--- config.mk ---
export PLATFORM = sky130hd
export DESIGN_NAME = fetch_unit
export DESIGN_NICKNAME = d
export VERILOG_FILES = /design/src/rtl/fetch_pkg.sv /design/src/rtl/fetch_pc.sv /design/src/rtl/fetch_unit.sv
export SDC_FILE = /design/constraint.sdc
export NUM_CORES = 1
export LEC_CHECK = 0
export ABC_AREA = 1
export BUFFER_PORTS_ARGS = -buffer_cell sky130_fd_sc_hd__buf_4
export CORE_ASPECT_RATIO = 1.5
export CORE_UTILIZATION = 44
export DETAILED_ROUTE_END_ITERATION = 8
export PLACE_DENSITY = 0.73
export SETUP_SLACK_MARGIN = 0.2
export SYNTH_ARGS = -nofsm -noshare
export SYNTH_HDL_FRONTEND = slang
export SYNTH_SLANG_ARGS = --single-unit
export TNS_END_PERCENT = 20
--- constraint.sdc ---
create_clock -name clk -period 1.8 [get_ports clk]
set_input_delay 0.36 -clock clk [delete_from_list [all_inputs] [get_ports clk]]
set_output_delay 0.36 -clock clk [all_outputs]
set_load 0.02 [all_outputs]
--- src/rtl/fetch_pkg.sv ---
// Shared definitions for the instruction fetch stage: state encoding, widths, reset PC.
package fetch_pkg;

  localparam int unsigned XLEN    = 32;
  localparam int unsigned INSTR_W = 32;

  localparam logic [XLEN-1:0] RESET_PC = 32'h0000_0000;

  typedef enum logic [2:0] {
    IDLE = 3'd0,
    REQ  = 3'd1,
    WAIT = 3'd2,
    HOLD = 3'd3,
    TRAP = 3'd4
  } state_t;

endpackage

--- src/rtl/fetch_pc.sv ---
// Program counter: reset load, +4 step, redirect load.
// FETCH_MISALIGN_TRAP_EN: report misaligned targets instead of silently aligning them.
module fetch_pc
  import fetch_pkg::*;
(
  input  logic            clk,
  input  logic            resetn,
  input  logic            inc,
  input  logic            load,
  input  logic [XLEN-1:0] load_pc,
  output logic [XLEN-1:0] pc,
  output logic            misaligned_c
);

`ifdef FETCH_MISALIGN_TRAP_EN
  assign misaligned_c = |load_pc[1:0];

  // Target is kept verbatim; the FSM parks in TRAP so it is never fetched.
  always_ff @(posedge clk) begin
    if (!resetn)   pc <= RESET_PC;
    else if (load) pc <= load_pc;
    else if (inc)  pc <= pc + XLEN'(4);
  end
`else
  assign misaligned_c = 1'b0;

  // Low address bits are dropped so every fetch stays word aligned.
  always_ff @(posedge clk) begin
    if (!resetn)   pc <= RESET_PC;
    else if (load) pc <= load_pc & ~XLEN'(3);
    else if (inc)  pc <= pc + XLEN'(4);
  end
`endif

endmodule

--- src/rtl/fetch_unit.sv ---
// Instruction fetch stage: one memory read per instruction, valid/ready to decode, redirects.
// Optional FETCH_MISALIGN_TRAP_EN: misaligned redirect targets park the unit in TRAP.
module fetch_unit
  import fetch_pkg::*;
(
  input  logic                clk,
  input  logic                resetn,
  output logic [XLEN-1:0]     mem_addr,
  output logic                mem_rstrb,
  input  logic [INSTR_W-1:0]  mem_rdata,
  output logic [INSTR_W-1:0]  instr,
  output logic [XLEN-1:0]     instr_pc,
  output logic                instr_valid,
  input  logic                instr_ready,
  input  logic                redirect_valid,
  input  logic [XLEN-1:0]     redirect_pc,
  output logic                fetch_misaligned
);

  state_t          state;
  state_t          next_state;
  logic [XLEN-1:0] pc;
  logic            redirect_ok;
  logic            misaligned_c;
  logic            pc_inc;
  logic            pc_load;
  logic            capture;

  fetch_pc u_pc (
    .clk          (clk),
    .resetn       (resetn),
    .inc          (pc_inc),
    .load         (pc_load),
    .load_pc      (redirect_pc),
    .pc           (pc),
    .misaligned_c (misaligned_c)
  );

  assign mem_addr    = pc;
  assign redirect_ok = redirect_valid && (state != IDLE) && (state != TRAP);

  always_ff @(posedge clk) begin
    if (!resetn) state <= IDLE;
    else         state <= next_state;
  end

  // Redirect overrides every other transition.
  always_comb begin
    next_state = state;
    unique case (state)
      IDLE:    next_state = REQ;
      REQ:     next_state = WAIT;
      WAIT:    next_state = HOLD;
      HOLD:    if (instr_ready) next_state = REQ;
      TRAP:    next_state = TRAP;
      default: next_state = IDLE;
    endcase
    if (redirect_ok) next_state = misaligned_c ? TRAP : REQ;
  end

  always_comb begin
    pc_inc  = 1'b0;
    capture = 1'b0;
    pc_load = redirect_ok;
    if (state == WAIT && !redirect_ok) begin
      pc_inc  = 1'b1;
      capture = 1'b1;
    end
  end

  // Strobe is registered from next_state so it is high exactly while in REQ.
  always_ff @(posedge clk) begin
    if (!resetn) begin
      mem_rstrb   <= 1'b0;
      instr       <= '0;
      instr_pc    <= '0;
      instr_valid <= 1'b0;
    end else begin
      mem_rstrb <= (next_state == REQ);
      if (capture) begin
        instr       <= mem_rdata;
        instr_pc    <= pc;
        instr_valid <= 1'b1;
      end else if (redirect_ok || (state == HOLD && instr_ready)) begin
        instr_valid <= 1'b0;
      end
    end
  end

`ifdef FETCH_MISALIGN_TRAP_EN
  always_ff @(posedge clk) begin
    if (!resetn)                          fetch_misaligned <= 1'b0;
    else if (redirect_ok && misaligned_c) fetch_misaligned <= 1'b1;
  end
`else
  assign fetch_misaligned = 1'b0;
`endif

endmodule

Word level (Yosys, flattened, before mapping)
Index checks and enable logic that the tools add are counted.

Eq/ne operators: 6. Add/subtract/negate cells: 1. Multiplexer cells: 8. Bitwise operators: 1. Reduce and logical (&&, ||, !) cells: 11.

Operators with widths (count): 2-to-1 mux 32 bit (2); adder 32 x 3 -> 32 bit, second input constant (1); case mux 3 bit (5 select lines) (1); == test 3 x 1 -> 1 bit, second input constant (2); == test 3 x 2 -> 1 bit, second input constant (2); 2-to-1 mux 3 bit (2); logical AND 1 bit (4); nonzero test 2 bit (2); == test 3 bit, second input constant (1); zero test 3 bit (1); 2-to-1 mux 1 bit (3); inequality test 3 bit, second input constant (1); nonzero test 3 bit (1); OR reduction 2 bit (1); zero test 1 bit (1); logical OR 1 bit (1); NOT 1 bit (1).

Input bits: 68. Output and inout bits: 99. Logic and storage cells: 34. Bits in registers: 101.

Logic depth before layout (Yosys ltp)
Word-level depth: 8. Gate-level depth with buffers: 11. Gate-level depth less buffers: 11.

Cells and area by module
From an unflattened synthesis, not the netlist that was laid out.

Cell total of the unflattened synthesis: 640. Area, all modules: 4618.2 um^2.

Modules (own cells, without submodules): fetch_unit (cells each 314, sequential area each 1381.3 um^2, times used 1, area each 2513.7 um^2); fetch_pc (cells each 326, sequential area each 600.6 um^2, times used 1, area each 2104.5 um^2).

Worst setup path after synthesis
No wires, ideal clock.

Path kind: reg2reg. Start point: register u_pc.pc[3]. End point: register u_pc.pc[24]. Required time: 1.691 ns. Cell stages (with the launch flop): 11. Path buffers: 0. Data arrival time: 1.534 ns. Period minus slack after synthesis: 1.643 ns. Setup slack: 0.157 ns. Library setup time: 0.109 ns. Cells stage by stage: dfxtp_1 > ha_1 > nand2_1 > nor2_2 > nand4_1 > nor2_1 > nor2_1 > nor2_1 > nand2_1 > nand2_1 > inv_1.

Cells in the longest elaborated chain, start to end: 3.

RTL lines: start, declared (RTL line fetch_pc.sv:11) `output logic [XLEN-1:0] pc,`; start signal, assigned (RTL line fetch_pc.sv:30) `else if (load) pc <= load_pc & ~XLEN'(3);`; start signal, assigned (RTL line fetch_pc.sv:31) `else if (inc) pc <= pc + XLEN'(4);`; adder 32 x 3 -> 32 bit (RTL line fetch_pc.sv:31); 2-to-1 mux 32 bit (RTL line fetch_pc.sv:31); 2-to-1 mux 32 bit (RTL line fetch_pc.sv:30).

Every way passes these cells. The select of a mux whose other input is x is not followed. A chain may end at the register's enable or synchronous reset.

Worst setup path after layout
Start point: register u_pc.pc[2]. End point: register u_pc.pc[22].

The elaborated chain is that of the path after synthesis.

==> results.ini <==
[power_and_ir_drop]
switching_share=0.255
p_switching_mw=1.26
worst_ir_drop_vdd_uv=628
comb_power_share=0.142
power.density_mw_per_mm2=774
p_total_mw=4.93
clockPowerShare=0.392
power.internal_mw=3.68
power_frac_seq=0.466
p_leak_nw=2.88

[drt]
totalWireLength_um=13900
drc=13
via_count=4857
viasPerCell=5.19
dr.pass1.iters=7
ant_nets=0
wire_per_inst_um=14.9
initialDrtViolationCount=296

[cells_and_area]
num_antenna_cells=0
final_common_cell=nand2_1
drive_above_1_share=0.302
syn2layout_area_growth_pct=41.4
nFillCells=875
fin_nets=886
layout_common_cells=201 x nand2_1, 176 x buf_4, 83 x dfxtp_1
finish.instance_area_mm2=0.00638

[worst_setup_path]
timing.rr.end=u_pc.pc[22]
slowest_delay_ns=0.38
reg2reg_from=u_pc.pc[2]
endpoint_kind=register
critPathMaxFanout=5
critical_path_class=reg2reg
required_ns=2.04
crit_arrival_ns=1.77
start_kind=register
crit_slowest_cell=dfxtp_4
ff2ff_path_depth=10
cp_cell_sequence=ha_4, nand2_4, nor2_4, nand3_1, nor2_4, nor2_1, nor2_1, nand2_1, nand2_1, inv_1
r2r_slack_ns=0.27

[synth]
ys_seq_elements=97
synthCells=654
yosysUniqueCellTypes=30
ys_seq_area_frac=0.431
ys_warn_count=0
syn_area_per_cell_um2=6.89
synthesis.area_mm2=0.00451

[outcome]
violations=DRC
status=finished, violations left

[grt]
grt_pass1_wl_um=20700
groute.usage.overall=0.242
grt_pass1_vias=4384
grt_overflow=0
antenna_found_initial=0
grt_start_max_net_pins=55

[clock_network]
cts_tree=yes
cts_buffers=9
clkSlewWorstSetupHoldPaths_ns=0.07
clk_path_buf_depth=2
insertion_delay_ns=0.34
cts_sinks=97
h-tree-depth=3
root_buffer=clkbuf_16

[place]
gp_congestion=0.901
io_buffers=159
hpwl_um=9460
pre_cts_slack_ns=0.0848
place_area_mm2=0.00581

[sta]
finalSetupViolCount=0
fin_crit_ns=1.53
setup_ws_ns=0.274
final_hold_viol_count=0
final_max_slew_viol_count=0
tns_ns=0
fmax_ghz=0.655
rsz0062_at_grt=true
finalCritPeriodShare=0.848
fin_skew_ns=0.00737

[worst_hold_path]
hp-class=in2reg
holdPathStages=3
holdCritStartpoint=mem_rdata[3]
hold_path_end=instr[3]

[die]
die_h_um=126
die_w_um=84.6
dieArea_mm2=0.0107
initial_core_util=0.460
fp-row-count=44
ios=167
core_area_mm2=0.00980

[job]
drv_cap=0

[registers in the layout, summed over array words and instances (netlist names)]
| register | count |
|---|---|
| u_pc.pc | 30 |
| instr_pc | 30 |
| instr_valid | 1 |
| mem_rstrb | 1 |
| instr | 32 |
| state | 3 |
[per-layer routing]
metal	vias up	part of all wire	wire length, µm	GRT usage
met5	-	0	0	0
met3	34	0.058	801	0.0459
met4	0	0.033	454	0.117
li1	2411	-	-	-
met1	2216	0.38	5330	0.279
met2	196	0.53	7320	0.428
[cells by family (layout without fill, tap and decap cells)]
| kind of cell | count (synthesis) | count (layout) | share of synthesized area |
|---|---|---|---|
| buffers and inverters | 102 | 265 | 0.109 |
| XOR/XNOR | 3 | 3 | 0.00583 |
| flip-flops | 97 | 97 | 0.431 |
| adder cells (fa/ha/maj) | 1 | 1 | 0.00278 |
| AO/OA/AOI/OAI | 105 | 105 | 0.126 |
| AND/OR/NAND/NOR | 345 | 345 | 0.325 |
| other | 1 | 5 | 0.000832 |
[worst max-delay path, delay by kind of cell (launching register included)]
| kind | cells | cell delay (ns) |
|---|---|---|
| buf+inv | 1 | 0.04 |
| flops | 1 | 0.38 |
| fa+ha+maj | 1 | 0.15 |
| simple gates | 8 | 0.86 |
[cells in the mapped netlist (all sizes together)]
cell	n	share of area
nand2	204	0.17
dfxtp	97	0.43
nor2	75	0.072
inv	65	0.055
a21oi	57	0.063
nand3	44	0.051
o21ai	29	0.032
buf	27	0.046
clkbuf	10	0.0083
a211oi	8	0.013
nand4	8	0.011
nor3	8	0.010
nand3b	6	0.010
a31oi	5	0.0069
o211ai	4	0.0067
a22oi	2	0.0033
xor2	2	0.0039
conb	1	0.00083
ha	1	0.0028
xnor2	1	0.0019
[worst max path at each step]
stage / slack [ns] / startpoint / end / cells past startpoint
after floorplan: 0.27 / u_pc.pc[8] / u_pc.pc[24] / 10
final: 0.27 / u_pc.pc[2] / u_pc.pc[22] / 10
after global routing: 0.18 / u_pc.pc[2] / u_pc.pc[24] / 10
after global placement: 0.12 / u_pc.pc[2] / u_pc.pc[26] / 10
after detailed placement: 0.08 / u_pc.pc[2] / u_pc.pc[26] / 10
after CTS: 0.17 / u_pc.pc[5] / u_pc.pc[29] / 9
[per-stage QoR]
step / util / cells / hold WS [ns]
finish: 0.651 / 936 / 0.273
floorplan: - / 658 / 0.486
global route: 0.651 / 936 / 0.274
detailed placement: 0.593 / 914 / 0.456
global placement: 0.593 / 914 / 0.449
CTS: 0.626 / 930 / 0.265
[cell type report]
cell class	count	area, µm²	share of cell area
Sequential cell	97	1960	0.308
Multi-Input combinational cell	459	2210	0.346
Clock inverter	3	40.0	0.00628
Tap cell	115	144	0.0226
Clock buffer	12	256	0.0402
Inverter	65	256	0.0402
Timing Repair Buffer	185	1510	0.236
[power by group through the flow]
stage          combinational [mW]  sequential (mW)  clock, mW
2_1_floorplan               0.278             2.41          0
3_3_place_gp                0.659             2.34          0
3_5_place_dp                0.670             2.34          0
4_1_cts                     0.673             2.29       1.97
5_1_grt                     0.759             2.31       2.05
6_report                    0.701             2.30       1.93
[repair_timing]
| action | CTS | global route |
|---|---|---|
| buffers inserted | 1 | 3 |
| setup endpoints to repair | 55 | 69 |
| pin swaps | 2 | 9 |
| hold buffers | 0 | 0 |
| resized for setup | 5 | 46 |
| endpoints found under the hold margin | 0 | 0 |
| cloned | 0 | 3 |
Power figures use the tool's default switching activity.
